<file path="src/rtl/idex_stage_reg_if.sv">
// ID/EX stage bundle: decoded ID fields in, registered EX fields, pipeline enables
// and the bubble counter out. The master drives ID, the slave is the stage register.
interface idex_stage_reg_if #(
    parameter int DATA_W = 32,
    parameter int REG_AW = 5,
    parameter int CNT_W  = 16
);
    logic [REG_AW-1:0] id_rs, id_rt, id_rd;
    logic              id_usesRt;
    logic [DATA_W-1:0] id_read1, id_read2, id_imm, id_pc4;
    logic              id_regWr, id_memRead, id_memWr, id_memToReg, id_aluSrc, id_regDst;
    logic [2:0]        id_aluOp;
    logic              flush, freeze;

    logic [REG_AW-1:0] ex_rs, ex_rt, ex_rd;
    logic [DATA_W-1:0] ex_read1, ex_read2, ex_imm, ex_pc4;
    logic              ex_regWr, ex_memRead, ex_memWr, ex_memToReg, ex_aluSrc, ex_regDst;
    logic [2:0]        ex_aluOp;
    logic              pc_write, ifid_write;
    logic [CNT_W-1:0]  stall_cnt;

    modport master (
        output id_rs, id_rt, id_rd, id_usesRt, id_read1, id_read2, id_imm, id_pc4,
               id_regWr, id_memRead, id_memWr, id_memToReg, id_aluSrc, id_regDst,
               id_aluOp, flush, freeze,
        input  ex_rs, ex_rt, ex_rd, ex_read1, ex_read2, ex_imm, ex_pc4,
               ex_regWr, ex_memRead, ex_memWr, ex_memToReg, ex_aluSrc, ex_regDst,
               ex_aluOp, pc_write, ifid_write, stall_cnt
    );

    modport slave (
        input  id_rs, id_rt, id_rd, id_usesRt, id_read1, id_read2, id_imm, id_pc4,
               id_regWr, id_memRead, id_memWr, id_memToReg, id_aluSrc, id_regDst,
               id_aluOp, flush, freeze,
        output ex_rs, ex_rt, ex_rd, ex_read1, ex_read2, ex_imm, ex_pc4,
               ex_regWr, ex_memRead, ex_memWr, ex_memToReg, ex_aluSrc, ex_regDst,
               ex_aluOp, pc_write, ifid_write, stall_cnt
    );
endinterface

</file>
<file path="src/rtl/idex_stage_reg.sv">
// ID/EX pipeline register with load-use hazard detection, branch flush, global freeze
// and a saturating count of inserted load-use bubbles.
module idex_stage_reg #(
    parameter int DATA_W = 32,
    parameter int REG_AW = 5,
    parameter int CNT_W  = 16
) (
    input  logic               clk,
    input  logic               rst,
    idex_stage_reg_if.slave    bus
);
    typedef struct packed {
        logic [REG_AW-1:0] rs, rt, rd;
        logic [DATA_W-1:0] read1, read2, imm, pc4;
        logic              regWr, memRead, memWr, memToReg, aluSrc, regDst;
        logic [2:0]        aluOp;
    } stage_t;

    stage_t           r_ex;
    stage_t           w_id;
    logic [CNT_W-1:0] r_stall_cnt;
    logic             w_hazard;
    logic             w_enable;

    assign w_id = '{rs: bus.id_rs, rt: bus.id_rt, rd: bus.id_rd,
                    read1: bus.id_read1, read2: bus.id_read2,
                    imm: bus.id_imm, pc4: bus.id_pc4,
                    regWr: bus.id_regWr, memRead: bus.id_memRead,
                    memWr: bus.id_memWr, memToReg: bus.id_memToReg,
                    aluSrc: bus.id_aluSrc, regDst: bus.id_regDst,
                    aluOp: bus.id_aluOp};

    // A load in EX whose target is read by ID cannot be forwarded yet; $0 never counts.
    assign w_hazard = r_ex.memRead && (r_ex.rt != '0) &&
                      ((r_ex.rt == bus.id_rs) || (bus.id_usesRt && (r_ex.rt == bus.id_rt)));

    assign w_enable = rst || (!bus.freeze && !(w_hazard && !bus.flush));

    always_ff @(posedge clk) begin
        if (rst) begin
            r_ex        <= '0;
            r_stall_cnt <= '0;
        end else if (!bus.freeze) begin
            if (bus.flush) begin
                r_ex <= '0;
            end else if (w_hazard) begin
                r_ex <= '0;
                if (r_stall_cnt != '1)
                    r_stall_cnt <= r_stall_cnt + CNT_W'(1);
            end else begin
                r_ex <= w_id;
            end
        end
    end

    assign bus.ex_rs       = r_ex.rs;
    assign bus.ex_rt       = r_ex.rt;
    assign bus.ex_rd       = r_ex.rd;
    assign bus.ex_read1    = r_ex.read1;
    assign bus.ex_read2    = r_ex.read2;
    assign bus.ex_imm      = r_ex.imm;
    assign bus.ex_pc4      = r_ex.pc4;
    assign bus.ex_regWr    = r_ex.regWr;
    assign bus.ex_memRead  = r_ex.memRead;
    assign bus.ex_memWr    = r_ex.memWr;
    assign bus.ex_memToReg = r_ex.memToReg;
    assign bus.ex_aluSrc   = r_ex.aluSrc;
    assign bus.ex_regDst   = r_ex.regDst;
    assign bus.ex_aluOp    = r_ex.aluOp;
    assign bus.pc_write    = w_enable;
    assign bus.ifid_write  = w_enable;
    assign bus.stall_cnt   = r_stall_cnt;
endmodule

</file>
<file path="src/flat_wrapper.sv">
// flat-port wrapper written by rule: the top's interface ports become plain ports
module idex_stage_reg_flat 
#(
    parameter int DATA_W = 32,
    parameter int REG_AW = 5,
    parameter int CNT_W  = 16
)
  (clk, rst, bus_id_rs, bus_id_rt, bus_id_rd, bus_id_usesRt, bus_id_read1, bus_id_read2, bus_id_imm, bus_id_pc4, bus_id_regWr, bus_id_memRead, bus_id_memWr, bus_id_memToReg, bus_id_aluSrc, bus_id_regDst, bus_id_aluOp, bus_flush, bus_freeze, bus_ex_rs, bus_ex_rt, bus_ex_rd, bus_ex_read1, bus_ex_read2, bus_ex_imm, bus_ex_pc4, bus_ex_regWr, bus_ex_memRead, bus_ex_memWr, bus_ex_memToReg, bus_ex_aluSrc, bus_ex_regDst, bus_ex_aluOp, bus_pc_write, bus_ifid_write, bus_stall_cnt);
  idex_stage_reg_if #(.DATA_W(DATA_W), .REG_AW(REG_AW), .CNT_W(CNT_W)) bus_i ();
  input  logic clk;
  input  logic rst;
  input wire logic [$bits(bus_i.id_rs)-1:0] bus_id_rs;
  input wire logic [$bits(bus_i.id_rt)-1:0] bus_id_rt;
  input wire logic [$bits(bus_i.id_rd)-1:0] bus_id_rd;
  input wire logic [$bits(bus_i.id_usesRt)-1:0] bus_id_usesRt;
  input wire logic [$bits(bus_i.id_read1)-1:0] bus_id_read1;
  input wire logic [$bits(bus_i.id_read2)-1:0] bus_id_read2;
  input wire logic [$bits(bus_i.id_imm)-1:0] bus_id_imm;
  input wire logic [$bits(bus_i.id_pc4)-1:0] bus_id_pc4;
  input wire logic [$bits(bus_i.id_regWr)-1:0] bus_id_regWr;
  input wire logic [$bits(bus_i.id_memRead)-1:0] bus_id_memRead;
  input wire logic [$bits(bus_i.id_memWr)-1:0] bus_id_memWr;
  input wire logic [$bits(bus_i.id_memToReg)-1:0] bus_id_memToReg;
  input wire logic [$bits(bus_i.id_aluSrc)-1:0] bus_id_aluSrc;
  input wire logic [$bits(bus_i.id_regDst)-1:0] bus_id_regDst;
  input wire logic [$bits(bus_i.id_aluOp)-1:0] bus_id_aluOp;
  input wire logic [$bits(bus_i.flush)-1:0] bus_flush;
  input wire logic [$bits(bus_i.freeze)-1:0] bus_freeze;
  output wire logic [$bits(bus_i.ex_rs)-1:0] bus_ex_rs;
  output wire logic [$bits(bus_i.ex_rt)-1:0] bus_ex_rt;
  output wire logic [$bits(bus_i.ex_rd)-1:0] bus_ex_rd;
  output wire logic [$bits(bus_i.ex_read1)-1:0] bus_ex_read1;
  output wire logic [$bits(bus_i.ex_read2)-1:0] bus_ex_read2;
  output wire logic [$bits(bus_i.ex_imm)-1:0] bus_ex_imm;
  output wire logic [$bits(bus_i.ex_pc4)-1:0] bus_ex_pc4;
  output wire logic [$bits(bus_i.ex_regWr)-1:0] bus_ex_regWr;
  output wire logic [$bits(bus_i.ex_memRead)-1:0] bus_ex_memRead;
  output wire logic [$bits(bus_i.ex_memWr)-1:0] bus_ex_memWr;
  output wire logic [$bits(bus_i.ex_memToReg)-1:0] bus_ex_memToReg;
  output wire logic [$bits(bus_i.ex_aluSrc)-1:0] bus_ex_aluSrc;
  output wire logic [$bits(bus_i.ex_regDst)-1:0] bus_ex_regDst;
  output wire logic [$bits(bus_i.ex_aluOp)-1:0] bus_ex_aluOp;
  output wire logic [$bits(bus_i.pc_write)-1:0] bus_pc_write;
  output wire logic [$bits(bus_i.ifid_write)-1:0] bus_ifid_write;
  output wire logic [$bits(bus_i.stall_cnt)-1:0] bus_stall_cnt;
  assign bus_i.id_rs = bus_id_rs;
  assign bus_i.id_rt = bus_id_rt;
  assign bus_i.id_rd = bus_id_rd;
  assign bus_i.id_usesRt = bus_id_usesRt;
  assign bus_i.id_read1 = bus_id_read1;
  assign bus_i.id_read2 = bus_id_read2;
  assign bus_i.id_imm = bus_id_imm;
  assign bus_i.id_pc4 = bus_id_pc4;
  assign bus_i.id_regWr = bus_id_regWr;
  assign bus_i.id_memRead = bus_id_memRead;
  assign bus_i.id_memWr = bus_id_memWr;
  assign bus_i.id_memToReg = bus_id_memToReg;
  assign bus_i.id_aluSrc = bus_id_aluSrc;
  assign bus_i.id_regDst = bus_id_regDst;
  assign bus_i.id_aluOp = bus_id_aluOp;
  assign bus_i.flush = bus_flush;
  assign bus_i.freeze = bus_freeze;
  assign bus_ex_rs = bus_i.ex_rs;
  assign bus_ex_rt = bus_i.ex_rt;
  assign bus_ex_rd = bus_i.ex_rd;
  assign bus_ex_read1 = bus_i.ex_read1;
  assign bus_ex_read2 = bus_i.ex_read2;
  assign bus_ex_imm = bus_i.ex_imm;
  assign bus_ex_pc4 = bus_i.ex_pc4;
  assign bus_ex_regWr = bus_i.ex_regWr;
  assign bus_ex_memRead = bus_i.ex_memRead;
  assign bus_ex_memWr = bus_i.ex_memWr;
  assign bus_ex_memToReg = bus_i.ex_memToReg;
  assign bus_ex_aluSrc = bus_i.ex_aluSrc;
  assign bus_ex_regDst = bus_i.ex_regDst;
  assign bus_ex_aluOp = bus_i.ex_aluOp;
  assign bus_pc_write = bus_i.pc_write;
  assign bus_ifid_write = bus_i.ifid_write;
  assign bus_stall_cnt = bus_i.stall_cnt;
  idex_stage_reg #(.DATA_W(DATA_W), .REG_AW(REG_AW), .CNT_W(CNT_W)) u_core (.clk(clk), .rst(rst), .bus(bus_i));
endmodule
</file>
<file path="config.mk">
export PLATFORM = sky130hd
export DESIGN_NAME = idex_stage_reg_flat
export DESIGN_NICKNAME = d
export VERILOG_FILES = /design/src/rtl/idex_stage_reg_if.sv /design/src/rtl/idex_stage_reg.sv /design/src/flat_wrapper.sv
export SDC_FILE = /design/constraint.sdc
export NUM_CORES = 1
export LEC_CHECK = 0
export CORE_UTILIZATION = 35
export DETAILED_ROUTE_END_ITERATION = 10
export HOLD_SLACK_MARGIN = 0.03
export PLACE_DENSITY = 0.75
export SYNTH_ARGS = -nofsm -noshare
export SYNTH_HDL_FRONTEND = slang
export SYNTH_SLANG_ARGS = --single-unit
</file>
<file path="constraint.sdc">
create_clock -name clk -period 5.8 [get_ports clk]
set_input_delay 1.16 -clock clk [delete_from_list [all_inputs] [get_ports clk]]
set_output_delay 1.16 -clock clk [all_outputs]
set_load 0.02 [all_outputs]
</file>
==> results of run 1 <==
[cells by family (layout without fill, tap and decap cells)]
kind of cell / after synthesis / count (layout) / synth area share, %
fa+ha+maj: 1 / 1 / 0.222
flops: 168 / 168 / 59.6
mux: 5 / 5 / 0.976
compound gates: 179 / 179 / 26.8
xor+xnor: 10 / 10 / 1.55
simple gates: 61 / 61 / 6.46
buf+inv: 43 / 364 / 4.39
[final timing paths]
check / end / slack [ps] / startpoint / cells past startpoint
setup reg to reg: u_core.bus.ex_imm[19] / 3260 / u_core.bus.ex_rt[4] / 7
hold reg to reg: u_core.bus.ex_aluOp[0] / 480 / u_core.bus.ex_aluOp[0] / 1
setup / recovery: bus_pc_write / 1260 / bus_id_rt[4] / 8
hold / removal: u_core.bus.ex_aluOp[0] / 480 / u_core.bus.ex_aluOp[0] / 1
[sequential cells by signal, summed over array words and instances, names as in the netlist]
register,cells
u_core.bus.ex_imm,32
u_core.bus.ex_pc4,32
u_core.bus.ex_read1,32
u_core.bus.ex_read2,32
u_core.bus.stall_cnt,16
u_core.bus.ex_rd,5
u_core.bus.ex_rs,5
u_core.bus.ex_rt,5
u_core.bus.ex_aluOp,3
u_core.bus.ex_aluSrc,1
u_core.bus.ex_memRead,1
u_core.bus.ex_memToReg,1
u_core.bus.ex_memWr,1
u_core.bus.ex_regDst,1
u_core.bus.ex_regWr,1
[report_power, final]
group	total, W	leakage, nW	internal [W]	switching [W]
logic	0.000339	1.94	0.000200	0.000139
clock network	0.00114	0.287	0.000647	0.000496
registers	0.00122	1.37	0.00120	0.0000249
[routing by layer]
| metal | share of wire (%) | track usage [%] | up-vias | routed length, um |
|---|---|---|---|---|
| met3 | 6.7 | 5.78 | 25 | 1180 |
| met4 | 2.2 | 9.34 | 0 | 395 |
| met5 | 0 | 0 | - | 0 |
| li1 | - | - | 2410 | - |
| met2 | 50 | 33.8 | 212 | 8770 |
| met1 | 41 | 24.4 | 2421 | 7280 |
[worst reg2reg max path, cell delays in order, from the launching register on]
cell	delay [ps]
dfxtp_1	450
xor2_1	220
nor4_2	80
a32oi_2	200
buf_4	310
o21a_4	390
buf_4	560
a22o_1	280
[through the flow]
stage	util, %	setup slack [ps]
2_1_floorplan	-	1840
3_3_place_gp	56.9	1350
3_5_place_dp	56.9	1310
4_1_cts	60.6	1300
5_1_grt	60.6	1150
6_report	60.6	1260
[cell type report]
type / count / area (um2)
timing repair buffer: 331 / 3330
inverter: 1 / 3.75
tap: 216 / 270
clock buffer: 18 / 429
sequential: 168 / 3360
fill: 1251 / 6230
multi-input combinational: 256 / 2040
clock inverter: 14 / 163
[placed cells by master, fill, tap and decap left out, types with 7 or more instances in the layout]
cell type,Yosys,final
nor2_1,8,8
nand2_1,7,7
o31ai_1,10,10
clkdlybuf4s50_1,0,326
clkbuf_16,0,17
a22o_1,152,152
dfxtp_1,168,168
or4_1,11,11
a21oi_1,11,11
xor2_1,9,9
==> results_dict.tcl, run 1 <==
set metrics [dict create \
    status "finished, final reports clean" \
    maxCapViolCount 0 \
    min_period_ps 4540 \
    cts_buffers 17 \
    netlist_area_mm2 0.00564 \
    fin_hold_ws_ps 475 \
    slew_headroom_pct 49.3 \
    gp_congestion 0.822 \
    holdBufCountCts 0 \
    postRouteWirelength_mm 17.6 \
    postLayoutCellArea_mm2 0.00960 \
    start_util_pct 35.6 \
    avgSynthCellArea_um2 12.1 \
    clk_pin_slew_ps 60 \
    netlist_instances 467 \
    seq_area_frac_synth_pct 59.6 \
    hold_viol 0 \
    critPathMaxFanout 28 \
    fin_crit_sh_pct 78.3 \
    startpoint_type "input pin" \
    post-cts-setup-buffer-count 0 \
    grt_pass1_vias 4878 \
    critPathSlowestCell "clkdlybuf4s50_1" \
    tns_ps 0 \
    synth_top_area_share_pct 59.6 \
    synth_seq_cells 168 \
    ys.flop_type "dfxtp_1" \
    drive_above_1_share_pct 5.58 \
    dp_hpwl_mm 12.3 \
    layout.nets 933 \
    setup_viol 0 \
    fin_cells 1004 \
    cp.buffers_inverters 3 \
    ys_types 33 \
    vias 5068 \
    place_area_mm2 0.00901 \
    insertion_delay_ps 420 \
    path_cells "clkdlybuf4s50_1 > xor2_1 > nor4_2 > a32oi_2 > buf_4 > nor3_1 > o21bai_1 > clkdlybuf4s50_1" \
    gr-total-overflow 0 \
    worst_setup_path_end_kind "output port" \
    crit_family "buffers and inverters" \
    ios 327 \
    cts-resized-gates 0 \
    fmax_mhz 220 \
    cts_max_level 4 \
    yosysTopAreaCell "dfxtp_1" \
    peakVddDrop_mv 0.185 \
    clock_sinks 168 \
    hp-class "reg -> reg" \
    crit_top_cell "clkdlybuf4s50_1" \
    dr.pass1.iters 7 \
    synthArstFlopShare_pct 0 \
    dieWidth_um 129 \
    grt_usage_pct 20.4 \
    critPathKind "in -> out" \
    synth.most_common_cell "dfxtp_1" \
    die_y_um 129 \
    antenna_found_initial 0 \
    synth_edf_count 0 \
    synth_area_leaders "dfxtp_1 60%, a22o_1 24%, buf_6 1.8%, or4_1 1.5%, xor2_1 1.4%" \
    synth_common_cells "168 x dfxtp_1, 152 x a22o_1, 19 x clkbuf_1" \
    dieArea_mm2 0.0166 \
    clockRootBuffer "clkbuf_16" \
    rows 46 \
    synth_warnings 0 \
    grt_pass1_wl_mm 26.2 \
    ant_nets 0 \
    p_leak_nw 3.60 \
    n_antenna_cell 0 \
    syn2layout_area_growth_pct 70.2 \
    core-area_mm2 0.0158 \
    routed_via_density 5.05 \
    grt_max_degree 153 \
    drc 0 \
    drt_iter0_drc 203 \
    required_ps 4640 \
    syn_nets 625 \
    finalPower_w 0.00270 \
    portBuffers 326 \
    slew_viol_final 0 \
    pwr_density_cell_mw_per_mm2 281 \
    slowest_delay_ps 640 \
    placed_cells_incl_taps 972 \
    max_slew.worst_pin.slew_ps 759 \
    fin_worst_skew_ps 7.27 \
    rsz0062_at_grt "false" \
    wl_per_cell_um 17.6 \
    cts_max_path_buffers 2 \
    cts_tree "done" \
    cp.arrival_ps 3380 \
]
Power figures use the tool's default switching activity.
==> inputs of run 2 (changes only) <==
- clock period: 5.8 -> 4.2 ns (I/O delays scaled with it)
==> run 2 against run 1 <==
Design area shrank 0.29%. Critical path depth is 1 lower. Count of clock-buffer cells in the layout did not move. Cell count stayed put. Power rose by 36%. First-iteration DRC count decreased by 6.9%. Clock power rose by 32%. Sequential share of layout area increased by 0.10 points. Clock skew grew 4.4 ps. Via count shrank 1.2%. Largest power group unchanged. Highest routed layer unchanged.
==> results_dict.tcl, run 2 (same netlist as run 1, synthesis figures left out) <==
set metrics [dict create \
    hp-class "reg -> reg" \
    grt_max_degree 84 \
    peakVddDrop_mv 0.246 \
    top_layer_used "met4" \
    setup_viol 0 \
    n_antenna_cell 0 \
    routed_via_density 4.99 \
    start_util_pct 35.6 \
    slowest_delay_ps 550 \
    max_slew.worst_pin.slew_ps 892 \
    portBuffers 326 \
    r2r-end "u_core.bus.ex_read2[22]" \
    crit_top_cell "clkdlybuf4s50_1" \
    wl_per_cell_um 17.3 \
    postRouteWirelength_mm 17.4 \
    startpoint_type "input pin" \
    min_period_ps 3600 \
    dr.pass1.iters 6 \
    slew_viol_final 0 \
    maxCapViolCount 0 \
    whs_path_depth 1 \
    critPathKind "in -> out" \
    num-fill-cells 1263 \
    wl_met3_mm 1.29 \
    cp.arrival_ps 2760 \
    final_cell_mix "326 x clkdlybuf4s50_1, 168 x dfxtp_1, 152 x a22o_1" \
    insertion_delay_ps 410 \
    antenna_found_initial 0 \
    postLayoutCellArea_mm2 0.00957 \
    cts_tree "done" \
    fin_cells 1004 \
    postLayoutCoreUtil_pct 60.5 \
    place_area_mm2 0.00899 \
    worst_slack_ps 598 \
    holdBufCountCts 0 \
    drc 0 \
    critPathSlowestCell "clkdlybuf4s50_1" \
    cts_max_level 4 \
    ios 327 \
    drive_above_1_share_pct 5.71 \
    gp_congestion 0.746 \
    worstHoldStart "u_core.bus.ex_rs[4]" \
    cts-resized-gates 0 \
    path_cells "clkdlybuf4s50_1 > xor2_1 > nor4_2 > a32oi_2 > nor3_1 > o21bai_1 > clkdlybuf4s50_1" \
    required_ps 3360 \
    wl_met2_mm 8.57 \
    worst_setup_path_end_kind "output port" \
    vias 5009 \
    clk_pin_slew_ps 60 \
    wl_met1_mm 7.06 \
    placed_cells_incl_taps 972 \
    pre_cts_ws_ps 589 \
    critPathMaxFanout 2 \
    clockRootBuffer "clkbuf_16" \
    mostFrequentLayoutCell "clkdlybuf4s50_1" \
    layout.nets 933 \
    p_leak_nw 3.59 \
    grt_pass1_vias 4925 \
    fin_crit_sh_pct 85.8 \
    dp_hpwl_mm 12.4 \
    dieWidth_um 129 \
    fmax_mhz 278 \
    cts_max_path_buffers 2 \
    ant_nets 0 \
    gr-total-overflow 0 \
    rr_worst_depth 7 \
    status "finished, final reports clean" \
    fin_worst_skew_ps 11.7 \
    clock_sinks 168 \
    dieArea_mm2 0.0166 \
    slew_headroom_pct 40.5 \
    r2r-start "u_core.bus.ex_rt[4]" \
    core-area_mm2 0.0158 \
    syn2layout_area_growth_pct 69.7 \
    tns_ps 0 \
    pwr_density_cell_mw_per_mm2 383 \
    post-cts-setup-buffer-count 0 \
    rows 46 \
    grt_usage_pct 20.0 \
    worstHoldEndpoint "u_core.bus.ex_rs[4]" \
    hold_viol 0 \
    drt_iter0_drc 189 \
    r2r_setup_slack_ps 1400 \
    rsz0062_at_grt "false" \
    grt_pass1_wl_mm 26.0 \
    cts_buffers 17 \
    die_y_um 129 \
]
run 2: cell count changes in the layout (fill, tap and decap cells not counted):
| cell | before | now |
|---|---|---|
| buf_12 | 2 | 1 |
| inv_8 | 3 | 2 |
| buf_4 | 3 | 4 |
| inv_6 | 3 | 4 |
| bufinv_16 | 2 | 1 |
| clkbuf_1 | 1 | 0 |
| clkinvlp_4 | 2 | 3 |
| clkbuf_8 | 0 | 1 |
run 2: worst max path at each step:
stage | cells after the start | slack (ps) | from | end
6_report | 7 | 600 | bus_id_rt[4] | bus_pc_write
5_1_grt | 7 | 470 | bus_id_rt[4] | bus_pc_write
4_1_cts | 7 | 590 | bus_id_rt[4] | bus_pc_write
3_5_place_dp | 8 | 590 | bus_id_rt[1] | u_core.bus.ex_rs[3]
3_3_place_gp | 7 | 580 | bus_id_rt[4] | bus_pc_write
2_1_floorplan | 8 | 880 | bus_id_rt[1] | bus_pc_write
run 2: area by class of cell:
cell class | instances | area (um2) | share of cell area (%)
clock inverters | 14 | 138 | 1.44
multi-input cells | 256 | 2040 | 21.4
well taps | 216 | 270 | 2.82
inverters | 1 | 3.75 | 0.0392
repair buffers | 331 | 3310 | 34.6
flip-flops and latches | 168 | 3360 | 35.1
clock buffers | 18 | 439 | 4.59
run 2: metrics by stage:
step	hold WS [ps]	total power (W)
2_1_floorplan	559	0.00190
3_3_place_gp	455	0.00218
3_5_place_dp	455	0.00219
4_1_cts	477	0.00370
5_1_grt	485	0.00380
6_report	474	0.00366
run 2: metal layers:
| layer | GRT usage, % | up-vias |
|---|---|---|
| li1 | - | 2411 |
| met1 | 23.1 | 2350 |
| met2 | 33.4 | 217 |
| met3 | 6.61 | 31 |
| met4 | 9.62 | 0 |
| met5 | 0 | - |
run 2: worst max-delay path, delay by kind of cell:
kind,cells,cell delay [ps]
AOI/OAI and AO/OA,2,270
and+or+nand+nor,2,500
xor gates and xnor gates,1,170
buffers and inverters,2,990
run 2: power by group:
part	total (W)	internal [W]	switching (W)
clock network	0.00151	0.000847	0.000664
registers	0.00169	0.00165	0.0000345
logic	0.000466	0.000275	0.000191
==> inputs of run 3 (changes only) <==
- ABC_AREA: unset -> 1
- PLACE_DENSITY: 0.75 -> 0.71
==> run 3 against run 2 <==
Clock skew decreased by 2.4 ps. Routed wire length rose by 24%. Count of clock-buffer cells in the layout shrank 1. Largest cell class unchanged. Sequential power barely moved. Die area up 18%. First-iteration DRC count increased by 75%. Critical endpoint unchanged. Via count grew 39%. Power increased by 4.5%. Design area rose by 10%. Utilization is 4.1 points lower.
==> results_dict.tcl, run 3 <==
set metrics [dict create \
    status "finished, final reports clean" \
    tns_ps 0 \
    grt_pass1_wl_mm 33.8 \
    holdBufCountCts 0 \
    routed_via_density 4.87 \
    max_slew.worst_pin.slew_ps 929 \
    slew_headroom_pct 38.1 \
    critPathMaxFanout 13 \
    wl_met1_mm 8.82 \
    cts_tree "done" \
    synth_seq_cells 168 \
    wl_met3_mm 1.90 \
    portBuffers 326 \
    setup_viol 0 \
    synth_edf_count 0 \
    fmax_mhz 274 \
    power.share.switching_pct 25.0 \
    cts_max_level 4 \
    fin_cells 1425 \
    seq_area_frac_synth_pct 50.5 \
    clock_sinks 168 \
    power_frac_seq_pct 43.8 \
    final_cell_mix "324 x clkdlybuf4s50_1, 222 x nand2_1, 168 x dfxtp_1" \
    grt_max_degree 153 \
    mostFrequentLayoutCell "clkdlybuf4s50_1" \
    layout.nets 1337 \
    clockRootBuffer "clkbuf_16" \
    fin_worst_skew_ps 9.32 \
    grt_pass1_vias 6479 \
    n_antenna_cell 0 \
    synth_warnings 0 \
    dp_hpwl_mm 14.2 \
    clk_pin_slew_ps 70 \
    antenna_found_initial 0 \
    drive_above_1_share_pct 4.28 \
    critPathKind "in -> out" \
    syn_nets 1056 \
    netlist_area_mm2 0.00667 \
    power_frac_comb_pct 13.4 \
    wl_met2_mm 10.1 \
    p_leak_nw 3.84 \
    peakVddDrop_mv 0.258 \
    startpoint_type "input pin" \
    rows 50 \
    synth_top_area_share_pct 50.5 \
    dr.pass1.iters 4 \
    syn2layout_area_growth_pct 58.2 \
    post-cts-setup-buffer-count 0 \
    synth_common_cells "222 x nand2_1, 168 x dfxtp_1, 160 x nand3_1" \
    hp-class "reg -> reg" \
    cp.arrival_ps 2810 \
    cts_buffers 17 \
    fin_crit_sh_pct 86.8 \
    pwr_density_cell_mw_per_mm2 363 \
    num-fill-cells 1742 \
    drt_iter0_drc 330 \
    grt_usage_pct 21.5 \
    cts-resized-gates 0 \
    dieArea_mm2 0.0196 \
    drc 0 \
    ios 327 \
    rsz0062_at_grt "false" \
    gp_congestion 0.854 \
    insertion_delay_ps 420 \
    placed_cells_incl_taps 1394 \
    die_y_um 140 \
    synth_area_leaders "dfxtp_1 50%, nand2_1 13%, nand3_1 12%, a21oi_1 11%, nor2_1 2.5%" \
    maxCapViolCount 0 \
    avgSynthCellArea_um2 7.42 \
    yosysTopAreaCell "dfxtp_1" \
    ant_nets 0 \
    ys.flop_type "dfxtp_1" \
    worst_setup_path_end_kind "output port" \
    hold_viol 0 \
    cts_max_path_buffers 2 \
    postRouteWirelength_mm 21.5 \
    synthArstFlopShare_pct 0 \
    dieWidth_um 140 \
    synth.most_common_cell "nand2_1" \
    core-area_mm2 0.0187 \
    wl_per_cell_um 15.1 \
    pwr-share-clk_pct 42.8 \
    ys_types 22 \
    required_ps 3360 \
    power.switching_w 0.000959 \
    internal-power_w 0.00287 \
    netlist_instances 898 \
    top_layer_used "met4" \
    start_util_pct 35.6 \
    vias 6946 \
    slew_viol_final 0 \
    min_period_ps 3650 \
    gr-total-overflow 0 \
    fin_hold_ws_ps 459 \
]
run 3: cell types whose count changed in the layout (fill, tap and decap cells not counted), sizes merged, moves of 10 or more:
cell,change
nand2,+218
nand3,+156
a22o,-152
a21oi,+142
inv,+47
nor2,+37
or4,-11
o31ai,-10
run 3: final cells by class:
class / count / area, um2 / share of cell area (%)
well taps: 234 / 293 / 2.78
clock inverters: 14 / 184 / 1.74
inverters: 47 / 179 / 1.70
repair buffers: 333 / 3340 / 31.6
flip-flops and latches: 168 / 3360 / 31.9
multi-input cells: 612 / 2770 / 26.2
clock buffers: 17 / 425 / 4.03
run 3: worst paths after layout:
check	from	endpoint	slack (ps)	depth (start not counted)
setup / recovery	bus_id_rs[2]	bus_pc_write	550	11
hold reg to reg	u_core.bus.ex_pc4[22]	u_core.bus.ex_pc4[22]	460	2
hold / removal	u_core.bus.ex_pc4[22]	u_core.bus.ex_pc4[22]	460	2
setup reg to reg	u_core.bus.ex_rt[3]	u_core.bus.ex_read1[27]	1990	8
run 3: layer usage:
| metal | up-vias | track usage (%) |
|---|---|---|
| li1 | 3522 | - |
| met1 | 3124 | 25.3 |
| met2 | 262 | 35.4 |
| met3 | 38 | 7.73 |
| met4 | 0 | 9.14 |
| met5 | - | 0 |
run 3: kinds of logic (layout without fill, tap and decap cells):
| logic type | Yosys count | in the layout | share of synthesized area (%) |
|---|---|---|---|
| and+or+nand+nor | 446 | 446 | 28.9 |
| DFF | 168 | 168 | 50.5 |
| AOI/OAI and AO/OA | 164 | 164 | 12.3 |
| buffers and inverters | 118 | 411 | 8.01 |
| adders and majority gates | 1 | 1 | 0.188 |
| xor gates and xnor gates | 1 | 1 | 0.131 |
run 3: metrics by stage:
stage	area, um2	util (%)	total power [W]	worst slack [ps]
4_1_cts	10500	56.4	0.00387	555
3_5_place_dp	9940	53.1	0.00223	566
5_1_grt	10500	56.4	0.00398	409
6_report	10500	56.4	0.00383	555
2_1_floorplan	6670	-	0.00193	1320
3_3_place_gp	9940	53.1	0.00223	599
run 3: power by group through the flow:
| stage | combinational [W] | sequential (W) | clock [W] |
|---|---|---|---|
| after floorplan | 0.000149 | 0.00178 | 0 |
| after global placement | 0.000515 | 0.00171 | 0 |
| after detailed placement | 0.000516 | 0.00171 | 0 |
| after CTS | 0.000518 | 0.00168 | 0.00168 |
| after global routing | 0.000553 | 0.00168 | 0.00175 |
| final | 0.000514 | 0.00168 | 0.00164 |
run 3: worst max-delay path, cell delays in order:
cell and delay [ps]:
clkdlybuf4s50_1 500, inv_1 50, nand2_1 50, nand2_1 50, nor2_1 130, nand3_1 100, nand2_2 240, nand2_4 80
o21ai_1 130, nand2_1 80, clkdlybuf4s50_1 560
